File: src/rtl/pcie_pop_scheduler.sv
// pcie_pop_scheduler
// Two-class pop scheduler for the device-1 egress path. It picks at most one
// route FIFO (P0 or P1) to pop each cycle. P0 gets weighted priority: up to
// weight_reg consecutive P0 grants while P1 is waiting, then one P1 grant.
// Downstream almost-full backpressure and FIFO occupancy gate each class.
//
// Optional feature: define SCHED_STATS_EN to add the pop_count0/pop_count1
// accepted-pop counters and the CNT_W parameter that sizes them.
//
// Ports:
//   clk                 single clock, rising edge
//   reset               asynchronous, active-low
//   init                synchronous return to INIT (reloads weight)
//   weight_in           P0 weight, sampled while in INIT
//   fifo_empty0/1       route FIFO empty flags
//   fifo0/1_almost_empty route FIFO holds <= 1 word
//   fifo_up0/1_almostfull downstream almost-full backpressure
//   pop_0, pop_1        registered one-cycle pop strobes (never both high)
//   valid_out, sel_out  popped data valid / source (0=FIFO0, 1=FIFO1)
//   state               FSM state (RESET=0, INIT=1, IDLE=2, ACTIVE=3)
//   idle_out            high while in IDLE
//   pop_count0/1        accepted-pop counters (SCHED_STATS_EN only)
module pcie_pop_scheduler #(
  parameter int WEIGHT_W = 4
`ifdef SCHED_STATS_EN
  , parameter int CNT_W = 16
`endif
) (
  input  logic                clk,
  input  logic                reset,
  input  logic                init,
  input  logic [WEIGHT_W-1:0] weight_in,
  input  logic                fifo_empty0,
  input  logic                fifo_empty1,
  input  logic                fifo0_almost_empty,
  input  logic                fifo1_almost_empty,
  input  logic                fifo_up0_almostfull,
  input  logic                fifo_up1_almostfull,
  output logic                pop_0,
  output logic                pop_1,
  output logic                valid_out,
  output logic                sel_out,
  output logic [2:0]          state,
  output logic                idle_out
`ifdef SCHED_STATS_EN
  , output logic [CNT_W-1:0]  pop_count0
  , output logic [CNT_W-1:0]  pop_count1
`endif
);

  typedef enum logic [2:0] {
    ST_RESET  = 3'd0,
    ST_INIT   = 3'd1,
    ST_IDLE   = 3'd2,
    ST_ACTIVE = 3'd3
  } state_t;

  state_t              state_q;
  state_t              state_d;
  logic [WEIGHT_W-1:0] weight_reg;
  logic [WEIGHT_W-1:0] credit;
  logic [WEIGHT_W-1:0] credit_d;
  logic                elig0;
  logic                elig1;
  logic                grant0;
  logic                grant1;

  // The pop_k & almost_empty term blocks a second pop of a FIFO whose last
  // word is being popped right now, since its empty flag lags by a cycle.
  assign elig0 = !fifo_empty0 && !fifo_up0_almostfull && !(pop_0 && fifo0_almost_empty);
  assign elig1 = !fifo_empty1 && !fifo_up1_almostfull && !(pop_1 && fifo1_almost_empty);

  // Next-state and arbitration. credit counts consecutive P0 grants taken
  // while P1 was also eligible; it only increments below weight_reg, so it
  // saturates there and never wraps.
  always_comb begin
    state_d  = state_q;
    credit_d = credit;
    grant0   = 1'b0;
    grant1   = 1'b0;
    case (state_q)
      ST_RESET: state_d = ST_INIT;
      ST_INIT: begin
        credit_d = '0;
        if (!init) state_d = ST_IDLE;
      end
      ST_IDLE, ST_ACTIVE: begin
        if (init) begin
          state_d  = ST_INIT;
          credit_d = '0;
        end else begin
          if (elig0 && elig1) begin
            if (weight_reg == '0) begin
              grant0 = 1'b1;
            end else if (credit < weight_reg) begin
              grant0   = 1'b1;
              credit_d = credit + WEIGHT_W'(1);
            end else begin
              grant1   = 1'b1;
              credit_d = '0;
            end
          end else if (elig0) begin
            grant0 = 1'b1;
          end else if (elig1) begin
            grant1   = 1'b1;
            credit_d = '0;
          end
          state_d = (grant0 || grant1) ? ST_ACTIVE : ST_IDLE;
        end
      end
      default: state_d = ST_RESET;
    endcase
  end

  // State, configuration and the registered pop / valid pipeline.
  always_ff @(posedge clk or negedge reset) begin
    if (!reset) begin
      state_q    <= ST_RESET;
      weight_reg <= '0;
      credit     <= '0;
      pop_0      <= 1'b0;
      pop_1      <= 1'b0;
      valid_out  <= 1'b0;
      sel_out    <= 1'b0;
    end else begin
      state_q   <= state_d;
      credit    <= credit_d;
      pop_0     <= grant0;
      pop_1     <= grant1;
      valid_out <= pop_0 | pop_1;
      sel_out   <= pop_1;
      if (state_q == ST_INIT) weight_reg <= weight_in;
    end
  end

  assign state    = state_q;
  assign idle_out = (state_q == ST_IDLE);

`ifdef SCHED_STATS_EN
  // Counters are cleared on the edge entering INIT as well as while in INIT,
  // so they already read zero during the first INIT cycle.
  always_ff @(posedge clk or negedge reset) begin
    if (!reset) begin
      pop_count0 <= '0;
      pop_count1 <= '0;
    end else if (state_q == ST_INIT || state_d == ST_INIT) begin
      pop_count0 <= '0;
      pop_count1 <= '0;
    end else begin
      pop_count0 <= pop_count0 + {{(CNT_W-1){1'b0}}, pop_0};
      pop_count1 <= pop_count1 + {{(CNT_W-1){1'b0}}, pop_1};
    end
  end
`endif

endmodule

File: config.mk
export PLATFORM = sky130hd
export DESIGN_NAME = pcie_pop_scheduler
export DESIGN_NICKNAME = d
export VERILOG_FILES = /design/src/rtl/pcie_pop_scheduler.sv
export SDC_FILE = /design/constraint.sdc
export NUM_CORES = 1
export LEC_CHECK = 0
export CAP_MARGIN = 30
export CORE_ASPECT_RATIO = 1.2
export CORE_MARGIN = 2
export CORE_UTILIZATION = 45
export CTS_BUF_LIST = sky130_fd_sc_hd__clkbuf_16
export DETAILED_ROUTE_END_ITERATION = 16
export GPL_ROUTABILITY_DRIVEN = 0
export PLACE_DENSITY = 0.74
export SYNTH_ARGS = -nofsm -noshare
export SYNTH_HDL_FRONTEND = slang
export SYNTH_SLANG_ARGS = --single-unit
File: constraint.sdc
create_clock -name clk -period 2.08 [get_ports clk]
set_clock_uncertainty 0.2 [all_clocks]
set_input_delay 0.312 -clock clk [delete_from_list [all_inputs] [get_ports clk]]
set_output_delay 0.312 -clock clk [all_outputs]
set_load 0.01 [all_outputs]
==> impl_results.md <==
- Routed length on met3: ~85 um
- Cell family with most CP delay: simple AND/OR/NAND/NOR gates
- Core area: 1580 sq um
- Total CTS buffers: 3
- Seq cells post-synth: 14
- Dpl cells: 110
- Top cells by area, synth: dfrtp_1 (48%), ha_1 (6.8%), a211oi_4 (5.4%)
- Post-CTS Resized: 0
- Clock power frac: 45.1%
- Peak VDD IR: approximately 500 uV
- Syn Inst Count: between 70 and 80
- Drt first pass iters: 4
- Initial DRC Count: 6
- Worst-path cell chain: inv_1 -> ha_1 -> a21oi_1 -> nor2b_1 -> nor4_4 -> nand2b_2 -> o31ai_2
- Synth top area share: 47.5%
- FP Rows: 16
- CP Data Arrival Time: between 1.5 and 2 ns
- Register share of total power: 39.1%
- Wire length on met2: 752 um
- # DRC: 0
- Syn Area/Cell: between 10 and 15 sq um
- Avg WL per Cell: between 10 and 15 um
- Core Util, Final: about two thirds
- Die Wd: slightly above 40 um
- Main combinational cell family by area after synthesis: simple AND/OR/NAND/NOR gates
- Drt total wl: around 1500 um
- Routed Antenna Nets: 0
- Worst hold path class: primary input to asynchronous set/reset pin
- RSZ-0062 raised after global routing: false
- DP HPWL: about 1200 um
- Largest net degree at the start of global routing: 15
- Post-Synth XOR/XNOR Area: 0%
- Syn Nets: 89
- Worst skew pair latency: about 0.24 ns
- Synth Area in Compound Gates: about 16%
- Die height: roughly 48 um
- CP max stage delay: roughly 0.34 ns
- Post-synthesis simple-gate area fraction: between 20% and 30%
- Static leakage: 0.451 nW
- Sw Share: between 20% and 30%
- Initial Utilization: 46.6%
- Yosys cell types: 26
- Vias in the first global route: between 600 and 700
- Pint: just over 0.0006 W
- Average vias per placed instance: ~5.3
- Hold buffers post-CTS: 0
- Worst-case clock buffer depth: 2
- Rel. slew slack: around 59%
- Initial antenna violation count: 0
- Psw: between 0.00015 and 0.0002 W
- Port buffer count: 19
- First-pass GRT wire length: 2520 um
- Wl on met1: around 600 um
- Via count: 604
- Clock-pin transition on the worst setup and hold timing paths: approximately 0.04 ns
- CP bufs+invs: 1
- Grt ovf: 0
- Maxcap violations: 0
- Combinational fraction of design power: about 16%
- Mux cell area share after synthesis: roughly 1.5%
- Die area: ~2000 sq um
- CTS tree: done
- Post-synth top area cell: dfrtp_1
- Crit. End Element: flip-flop
- Tot Pwr: 0.000789 W
- Tcrit/Tclk final: 90.0%
- IO Pins: 21
- Top Metal Used: met4
- Maximum level of the CTS H-tree: 1
- Non-filler cells, final: 114
- Total negative setup slack: 0 ns
- Nets: 114
- Crit path max fanout: 4
- Status: finished clean
- Diode count: 0
- Layout Area Growth over Synthesis: 40.6%
- Post-route minimum period: approximately 1.9 ns
- GRT Total Usage: a little under a fifth
- # setup viols final: 0
- Final Hold Fails: 0
- Critical Path RT: around 2 ns
- Register area share after synthesis: 47.5%
- Root buf cell: clkbuf_16
- Worst-Margin Slew: between 0.6 and 0.7 ns
- Final Max Tran Viols: 0
- Mapped Area: around 740 sq um
- Share of cells above drive strength 1: around 14%
- Post-CTS Setup Inserts: 0
- Crit path kind: flip-flop to flip-flop
- Adder-Cell Fraction of Synth Area: under 10%
- YS warnings: 0
- CP startpoint kind: flip-flop
- CTS Sinks: 14
- Pwr Density: 762 nW/um^2
- Fmax: 0.534 GHz
- CP max-delay cell: dfrtp_1
## routing by layer
metal,vias up,track usage (%)
li1,293,-
met2,19,31.0
met1,288,20.9
met4,0,8.33
met3,4,4.13
met5,-,0
## power by group through the flow
stage / combinational (W) / sequential [W] / clock, W
after floorplan: 0.0000604 / 0.000312 / 0
after global placement: 0.000119 / 0.000312 / 0
after detailed placement: 0.000124 / 0.000312 / 0
after CTS: 0.000126 / 0.000308 / 0.000360
after global routing: 0.000141 / 0.000311 / 0.000379
final: 0.000125 / 0.000308 / 0.000356
## kinds of logic after synthesis
| logic type | after synthesis |
|---|---|
| buffers and inverters | 8 |
| adders and majority gates | 4 |
| DFF | 14 |
| AOI/OAI and AO/OA | 16 |
| other | 1 |
| and+or+nand+nor | 28 |
| muxes | 1 |
## final timing paths
kind | startpoint | endpoint | slack (ns) | depth (start not counted)
max in group asynchronous | reset | weight_reg[0] | 1.02 | 1
worst max-delay path | weight_reg[2] | credit[3] | 0.21 | 7
worst min register to register | pop_1 | sel_out | 0.29 | 0
worst max register to register | weight_reg[2] | credit[3] | 0.21 | 7
worst min-delay path | reset | weight_reg[2] | 0.26 | 1
min in group clk | pop_1 | sel_out | 0.29 | 0
## Yosys cell counts
cell type / count
a211oi_4: 2
a21oi_1: 4
a22oi_1: 1
and2_0: 1
and2b_1: 1
and3_1: 1
buf_4: 1
conb_1: 1
dfrtp_1: 14
ha_1: 4
inv_1: 7
mux2_2: 1
nand2_1: 8
nand2b_2: 1
nand3_1: 4
nand3b_2: 1
nor2_1: 3
nor2b_1: 3
nor3_1: 1
nor4_1: 1
nor4_4: 1
o21ai_0: 7
o22ai_1: 1
o31ai_2: 1
or2_2: 1
or2b_1: 1
## layout by cell type (no fill, tap or decap), types with 2 or more instances in the layout
cell type,netlist,layout
clkdlybuf4s50_1,0,19
dfrtp_1,14,14
nand2_1,8,8
inv_1,7,7
o21ai_0,7,7
nand3_1,4,4
a21oi_1,4,4
ha_1,4,4
nor2b_1,3,3
nor2_1,3,3
clkbuf_16,0,3
a211oi_4,2,2
buf_4,1,2
## cell type report
| cell class | instances | area [sq um] |
|---|---|---|
| Clock buffer | 3 | 75.1 |
| Timing Repair Buffer | 21 | 205 |
| Sequential cell | 14 | 350 |
| Inverter | 7 | 26.3 |
| Multi-Input combinational cell | 50 | 353 |
| Fill cell | 134 | 546 |
| Tap cell | 18 | 22.5 |
| Clock inverter | 1 | 3.75 |
## through the flow
step	hold slack [ns]	worst slack, ns	area [sq um]
after detailed placement	0.285	0.0292	957
after global routing	0.309	0.0716	1040
after floorplan	-0.184	0.353	737
after CTS	0.279	0.204	1040
final	0.261	0.208	1040
after global placement	0.277	0.0615	957
Note: power is estimated with default switching activity, not from simulation.
